===== src/rtl/exe_stage.sv =====
// Execute stage: Val2 generation, ALU with NZCV flags, branch target,
// and the EX/MEM pipeline register feeding the memory stage.
module exe_stage (
    input  logic        clk,
    input  logic        rst,
    input  logic        freeze,
    input  logic        WB_EN_IN,
    input  logic        MEM_R_EN_IN,
    input  logic        MEM_W_EN_IN,
    input  logic        B_in,
    input  logic        S_in,
    input  logic [3:0]  EXE_CMD,
    input  logic [31:0] PC,
    input  logic [31:0] Val_Rn,
    input  logic [31:0] Val_Rm,
    input  logic        imm,
    input  logic [11:0] Shift_operand,
    input  logic [23:0] Signed_imm_24,
    input  logic [3:0]  Dest,
    output logic        Branch_Taken,
    output logic [31:0] Branch_Address,
    output logic [3:0]  SR,
    output logic        WB_EN_OUT,
    output logic        MEM_R_EN_OUT,
    output logic        MEM_W_EN_OUT,
    output logic [31:0] ALU_Res,
    output logic [31:0] Val_Rm_OUT,
    output logic [3:0]  Dest_OUT
);

    logic [4:0]  sh_amt;
    logic [63:0] rm_dbl;
    logic [63:0] imm_dbl;
    logic [31:0] shifted;
    logic [31:0] val2;
    logic [32:0] sum;
    logic [31:0] res;
    logic        c_new;
    logic        v_new;
    logic        flags_upd;
    logic        sr_c;
    logic        sr_v;

    assign sr_c = SR[1];
    assign sr_v = SR[0];

    assign Branch_Taken   = B_in;
    assign Branch_Address = PC + {{6{Signed_imm_24[23]}}, Signed_imm_24, 2'b00};

    // Rotates use a doubled word so amount 0 needs no special case.
    assign sh_amt  = Shift_operand[11:7];
    assign rm_dbl  = {Val_Rm, Val_Rm} >> sh_amt;
    assign imm_dbl = {24'b0, Shift_operand[7:0], 24'b0, Shift_operand[7:0]}
                     >> {Shift_operand[11:8], 1'b0};

    always_comb begin
        shifted = Val_Rm;
        unique case (Shift_operand[6:5])
            2'b00:   shifted = Val_Rm << sh_amt;
            2'b01:   shifted = Val_Rm >> sh_amt;
            2'b10:   shifted = $signed(Val_Rm) >>> sh_amt;
            default: shifted = rm_dbl[31:0];
        endcase
    end

    always_comb begin
        val2 = shifted;
        priority case (1'b1)
            MEM_R_EN_IN | MEM_W_EN_IN: val2 = {20'b0, Shift_operand};
            imm:                       val2 = imm_dbl[31:0];
            default:                   val2 = shifted;
        endcase
    end

    always_comb begin
        sum       = 33'b0;
        res       = 32'b0;
        c_new     = sr_c;
        v_new     = sr_v;
        flags_upd = 1'b1;
        case (EXE_CMD)
            4'b0001: res = val2;
            4'b1001: res = ~val2;
            4'b0010, 4'b0011: begin
                sum   = {1'b0, Val_Rn} + {1'b0, val2}
                        + {32'b0, EXE_CMD[0] & sr_c};
                res   = sum[31:0];
                c_new = sum[32];
                v_new = (Val_Rn[31] == val2[31]) && (res[31] != Val_Rn[31]);
            end
            4'b0100, 4'b0101: begin
                // Carry means no borrow, so SBC borrows on a clear C.
                sum   = {1'b0, Val_Rn} - {1'b0, val2}
                        - {32'b0, EXE_CMD[0] & ~sr_c};
                res   = sum[31:0];
                c_new = ~sum[32];
                v_new = (Val_Rn[31] != val2[31]) && (res[31] != Val_Rn[31]);
            end
            4'b0110: res = Val_Rn & val2;
            4'b0111: res = Val_Rn | val2;
            4'b1000: res = Val_Rn ^ val2;
            default: flags_upd = 1'b0;
        endcase
    end

    always_ff @(posedge clk or posedge rst) begin
        if (rst) begin
            SR <= 4'b0;
        end else if (S_in && !freeze && flags_upd) begin
            SR <= {res[31], res == 32'b0, c_new, v_new};
        end
    end

    always_ff @(posedge clk or posedge rst) begin
        if (rst) begin
            WB_EN_OUT    <= 1'b0;
            MEM_R_EN_OUT <= 1'b0;
            MEM_W_EN_OUT <= 1'b0;
            ALU_Res      <= 32'b0;
            Val_Rm_OUT   <= 32'b0;
            Dest_OUT     <= 4'b0;
        end else if (!freeze) begin
            WB_EN_OUT    <= WB_EN_IN;
            MEM_R_EN_OUT <= MEM_R_EN_IN;
            MEM_W_EN_OUT <= MEM_W_EN_IN;
            ALU_Res      <= res;
            Val_Rm_OUT   <= Val_Rm;
            Dest_OUT     <= Dest;
        end
    end

endmodule

===== config.mk =====
export PLATFORM = sky130hd
export DESIGN_NAME = exe_stage
export DESIGN_NICKNAME = d
export VERILOG_FILES = /design/src/rtl/exe_stage.sv
export SDC_FILE = /design/constraint.sdc
export NUM_CORES = 1
export LEC_CHECK = 0
export CORE_MARGIN = 2
export CORE_UTILIZATION = 40
export DETAILED_ROUTE_END_ITERATION = 6
export MAX_ROUTING_LAYER = met4
export PLACE_DENSITY = 0.66
export SYNTH_ARGS = -nofsm -noshare
export SYNTH_HDL_FRONTEND = slang
export SYNTH_SLANG_ARGS = --single-unit
export TNS_END_PERCENT = 5

===== constraint.sdc =====
create_clock -name clk -period 4.5 [get_ports clk]
set_input_delay 0.9 -clock clk [delete_from_list [all_inputs] [get_ports clk]]
set_output_delay 0.9 -clock clk [all_outputs]
set_load 0.1 [all_outputs]

==> flow_summary.ini <==
[setup_path]
timing.critical_path.mode_cell = sky130_fd_sc_hd__nor3_1
worst-setup-path-type = in -> reg
max_stage_delay_ps = 550
rr_worst_depth = 21
crit_start = Val_Rm[27]
crit-reg2reg-capture = SR[2]
critical_path_depth = 28
worst_path_dominant_cell_family = compound AO/OA/AOI/OAI gates
cp_slowest_cell = sky130_fd_sc_hd__mux4_2
critPathBufInv = 3
timing.critical_path.to = SR[2]
critical_path.endpoint_type = register
reg2reg_from = SR[1]
path_max_fanout = 4
critical_path.startpoint_type = primary input
critPathArrivalTime_ps = 6710
regToRegSetupSlack_ps = -330
critical_path_required_ps = 4830

[floorplan]
core-area_mm2 = 0.0399
die_width_um = 206
design.die.area_mm2 = 0.0422
io-pin-count = 257
std_cell_rows = 73
die_y_um = 206
initial_utilization = 0.407

[drt]
post-route-drc-count = 0
pre_repair_dr_iteration_count = 6
drt_iter0_markers = 2007
dr_total_vias = 21669
avgRoutedWirePerCell_um = 24.3
finalWirelength_mm = 86.4
postRouteAntennaNets = 0
drt-vias-per-instance = 6.09

[clock_tree]
clk_latency_ps = 400
post_cts_hold_buffer_count = 0
clock_buffer_depth = 2
worst_setup_hold_path_clk_slew_ps = 80
inserted_clock_buffers = 9
tritoncts = yes
ctsRootBufferMaster = sky130_fd_sc_hd__clkbuf_16
clkSinkCount = 75
ctsHtreeMaxLevel = 3

[run]
drv_cap = 0

[global_route]
grt_antenna_before_repair = 2
grt.met3_usage = 0.0485
grt_use_met2 = 0.688
grt_overflow_total = 0
grt_max_degree = 58
grt_use_met1 = 0.470
first_global_vias = 21789
first_pass_grt_wire_length_mm = 128
grt-busiest-layer = met2
track_usage = 0.413

[layout]
final_net_count = 3333
stdcell_area_mm2 = 0.0263
post_route_cells_drive_above_1_share = 0.376
layout-area-overhead-vs-synth_pct = 62.0
finalCoreUtilization = 0.659
filler_cell_count = 3403

[yosys]
synth.cell_area_mm2 = 0.0162
yosys_warnings = 0
synth_area_per_cell_um2 = 7.74
number_of_flops_mapped_to_enable_cells_by_yosys = 0
yosysUniqueCellTypes = 99
synth-async-reset-ratio = 1.00
synthTopCellsByCount = sky130_fd_sc_hd__nand2_1, sky130_fd_sc_hd__nor2_1, sky130_fd_sc_hd__ha_1, sky130_fd_sc_hd__a21oi_1, sky130_fd_sc_hd__inv_1
synth.ff_latch_count = 75
yosys.cell_count.top_type = sky130_fd_sc_hd__nand2_1
ys_seq_area_frac = 0.116
synth.net_count = 2402
synth_area_leaders = sky130_fd_sc_hd__ha_1, sky130_fd_sc_hd__dfrtp_1, sky130_fd_sc_hd__mux4_2
post-synth-top-area-cell = sky130_fd_sc_hd__ha_1
syn_inst = 2098
post-synth-top-area-fraction = 0.116
yosys_most_used_dff = sky130_fd_sc_hd__dfrtp_1

[placement]
routabilityCongestion = 1.13
place_area_mm2 = 0.0253
number_of_input_and_output_port_buffers_inserted = 250
post-dp-hpwl_mm = 69.3
place_ws_ps = -2670

[sta]
min_period_over_period = 1.42
hold_violations = 0
layout_setup_ws_ps = -1880
final.setup_skew_ps = 11.8
layout_min_cycle_time_ps = 6380
worstMarginPinSlew_ps = 1150
timing_max_transition_violations_final = 0
fin_tns_setup_ps = -47770
timing.hold.ws_ps = 486
grt_setup_unrepaired = true
fmax_mhz = 157
worst_slew_margin_rel = 0.229
setup_viol = 46

[run_status]
violations_in_the_final_reports = negative setup slack
status = finished, violations left

[power]
p_leak_nw = 12.2
power-per-cell-area_mw_per_mm2 = 253
vdd_ir_drop_max_uv = 302

[min_path]
hold_path_class = reg -> reg
[metal layers]
metal  vias to the layer above  wire, µm
li1                       9747         -
met1                     10366     32800
met2                      1184     40800
met3                       372      5990
met4                         0      6830
met5                         -         0
[metrics by stage]
step	power, W	std cells
6_report	0.00665	3561
5_1_grt	0.00691	3561
4_1_cts	0.00651	3556
3_5_place_dp	0.00549	3527
3_3_place_gp	0.00544	3527
2_1_floorplan	0.00344	2098
[repair_timing]
action / in CTS / in global routing
pin swaps: 42 / 29
resized for setup: 131 / 59
buffers inserted: 13 / 3
endpoints found under the setup margin: 53 / 53
[cells by family (layout without fill, tap and decap cells)]
logic type	count (synthesis)	in the layout	synth area share
buffers and inverters	294	1230	0.0747
DFF	75	75	0.116
muxes	218	218	0.187
xor gates and xnor gates	69	69	0.0372
and+or+nand+nor	628	628	0.186
AOI/OAI and AO/OA	659	659	0.279
adders and majority gates	155	155	0.121
other	0	2	0
[worst register-to-register path, stage by stage, from the launching register on]
cell                        delay, ps
sky130_fd_sc_hd__dfrtp_1          460
sky130_fd_sc_hd__nand2b_1         220
sky130_fd_sc_hd__xnor2_1          150
sky130_fd_sc_hd__ha_1             310
sky130_fd_sc_hd__ha_2             180
sky130_fd_sc_hd__or2_4            250
sky130_fd_sc_hd__fa_2             360
sky130_fd_sc_hd__nand2b_4         170
sky130_fd_sc_hd__a2111oi_4        320
sky130_fd_sc_hd__buf_4            180
sky130_fd_sc_hd__nor2_4            40
sky130_fd_sc_hd__a21oi_4          180
sky130_fd_sc_hd__a21oi_4          100
sky130_fd_sc_hd__o41a_1           430
sky130_fd_sc_hd__buf_4            190
sky130_fd_sc_hd__o21a_1           190
sky130_fd_sc_hd__nor3_1           130
sky130_fd_sc_hd__nor3_1            70
sky130_fd_sc_hd__a2111o_1         340
sky130_fd_sc_hd__nor3_1           250
sky130_fd_sc_hd__nand4_1          120
sky130_fd_sc_hd__o21ai_1          140
[layout by cell type, fill, tap and decap left out, types with 21 or more instances in the layout]
master,n
sky130_fd_sc_hd__a31oi_1,32
sky130_fd_sc_hd__a21o_1,33
sky130_fd_sc_hd__buf_4,806
sky130_fd_sc_hd__nor3_1,38
sky130_fd_sc_hd__dfrtp_1,75
sky130_fd_sc_hd__nand2b_1,24
sky130_fd_sc_hd__nor2_1,159
sky130_fd_sc_hd__o21ai_0,108
sky130_fd_sc_hd__nand3_1,51
sky130_fd_sc_hd__dlygate4sd2_1,21
sky130_fd_sc_hd__buf_12,41
sky130_fd_sc_hd__mux4_2,62
sky130_fd_sc_hd__inv_1,135
sky130_fd_sc_hd__xnor2_1,45
sky130_fd_sc_hd__clkdlybuf4s50_1,181
sky130_fd_sc_hd__a21oi_1,132
sky130_fd_sc_hd__mux2i_1,81
sky130_fd_sc_hd__mux2_2,61
sky130_fd_sc_hd__nand2_1,185
sky130_fd_sc_hd__and3_1,24
sky130_fd_sc_hd__ha_1,149
sky130_fd_sc_hd__xor2_1,21
[power breakdown]
group,internal (W),leakage [nW],switching [W]
clock network,0.000558,0.173,0.000372
logic,0.00202,11.1,0.00289
registers,0.000756,0.924,0.0000548
[worst min-delay path by stage]
stage	start	endpoint	slack (ps)	cells after the start
after floorplan	SR[2]	SR[2]	960	2
after global placement	ALU_Res[6]	ALU_Res[6]	460	1
after detailed placement	ALU_Res[2]	ALU_Res[2]	470	1
after CTS	ALU_Res[2]	ALU_Res[2]	490	1
after global routing	ALU_Res[2]	ALU_Res[2]	500	1
final	ALU_Res[2]	ALU_Res[2]	490	1
[final cells by class]
class | count | area, µm² | area share
Multi-Input combinational cell | 1729 | 13800 | 0.524
Timing Repair Buffer | 1073 | 9110 | 0.346
Sequential cell | 75 | 1880 | 0.0713
Tap cell | 525 | 657 | 0.0250
Inverter | 141 | 531 | 0.0202
Clock buffer | 10 | 239 | 0.00908
Clock inverter | 6 | 113 | 0.00428
Antenna cell | 2 | 5.00 | 0.000190
[flip-flops by register name, indices dropped and copies added, names as in the netlist]
signal and cells:
ALU_Res 32, Val_Rm_OUT 32, Dest_OUT 4, SR 4, MEM_R_EN_OUT 1, MEM_W_EN_OUT 1
WB_EN_OUT 1
No activity file was read; power rests on OpenSTA's default activity.
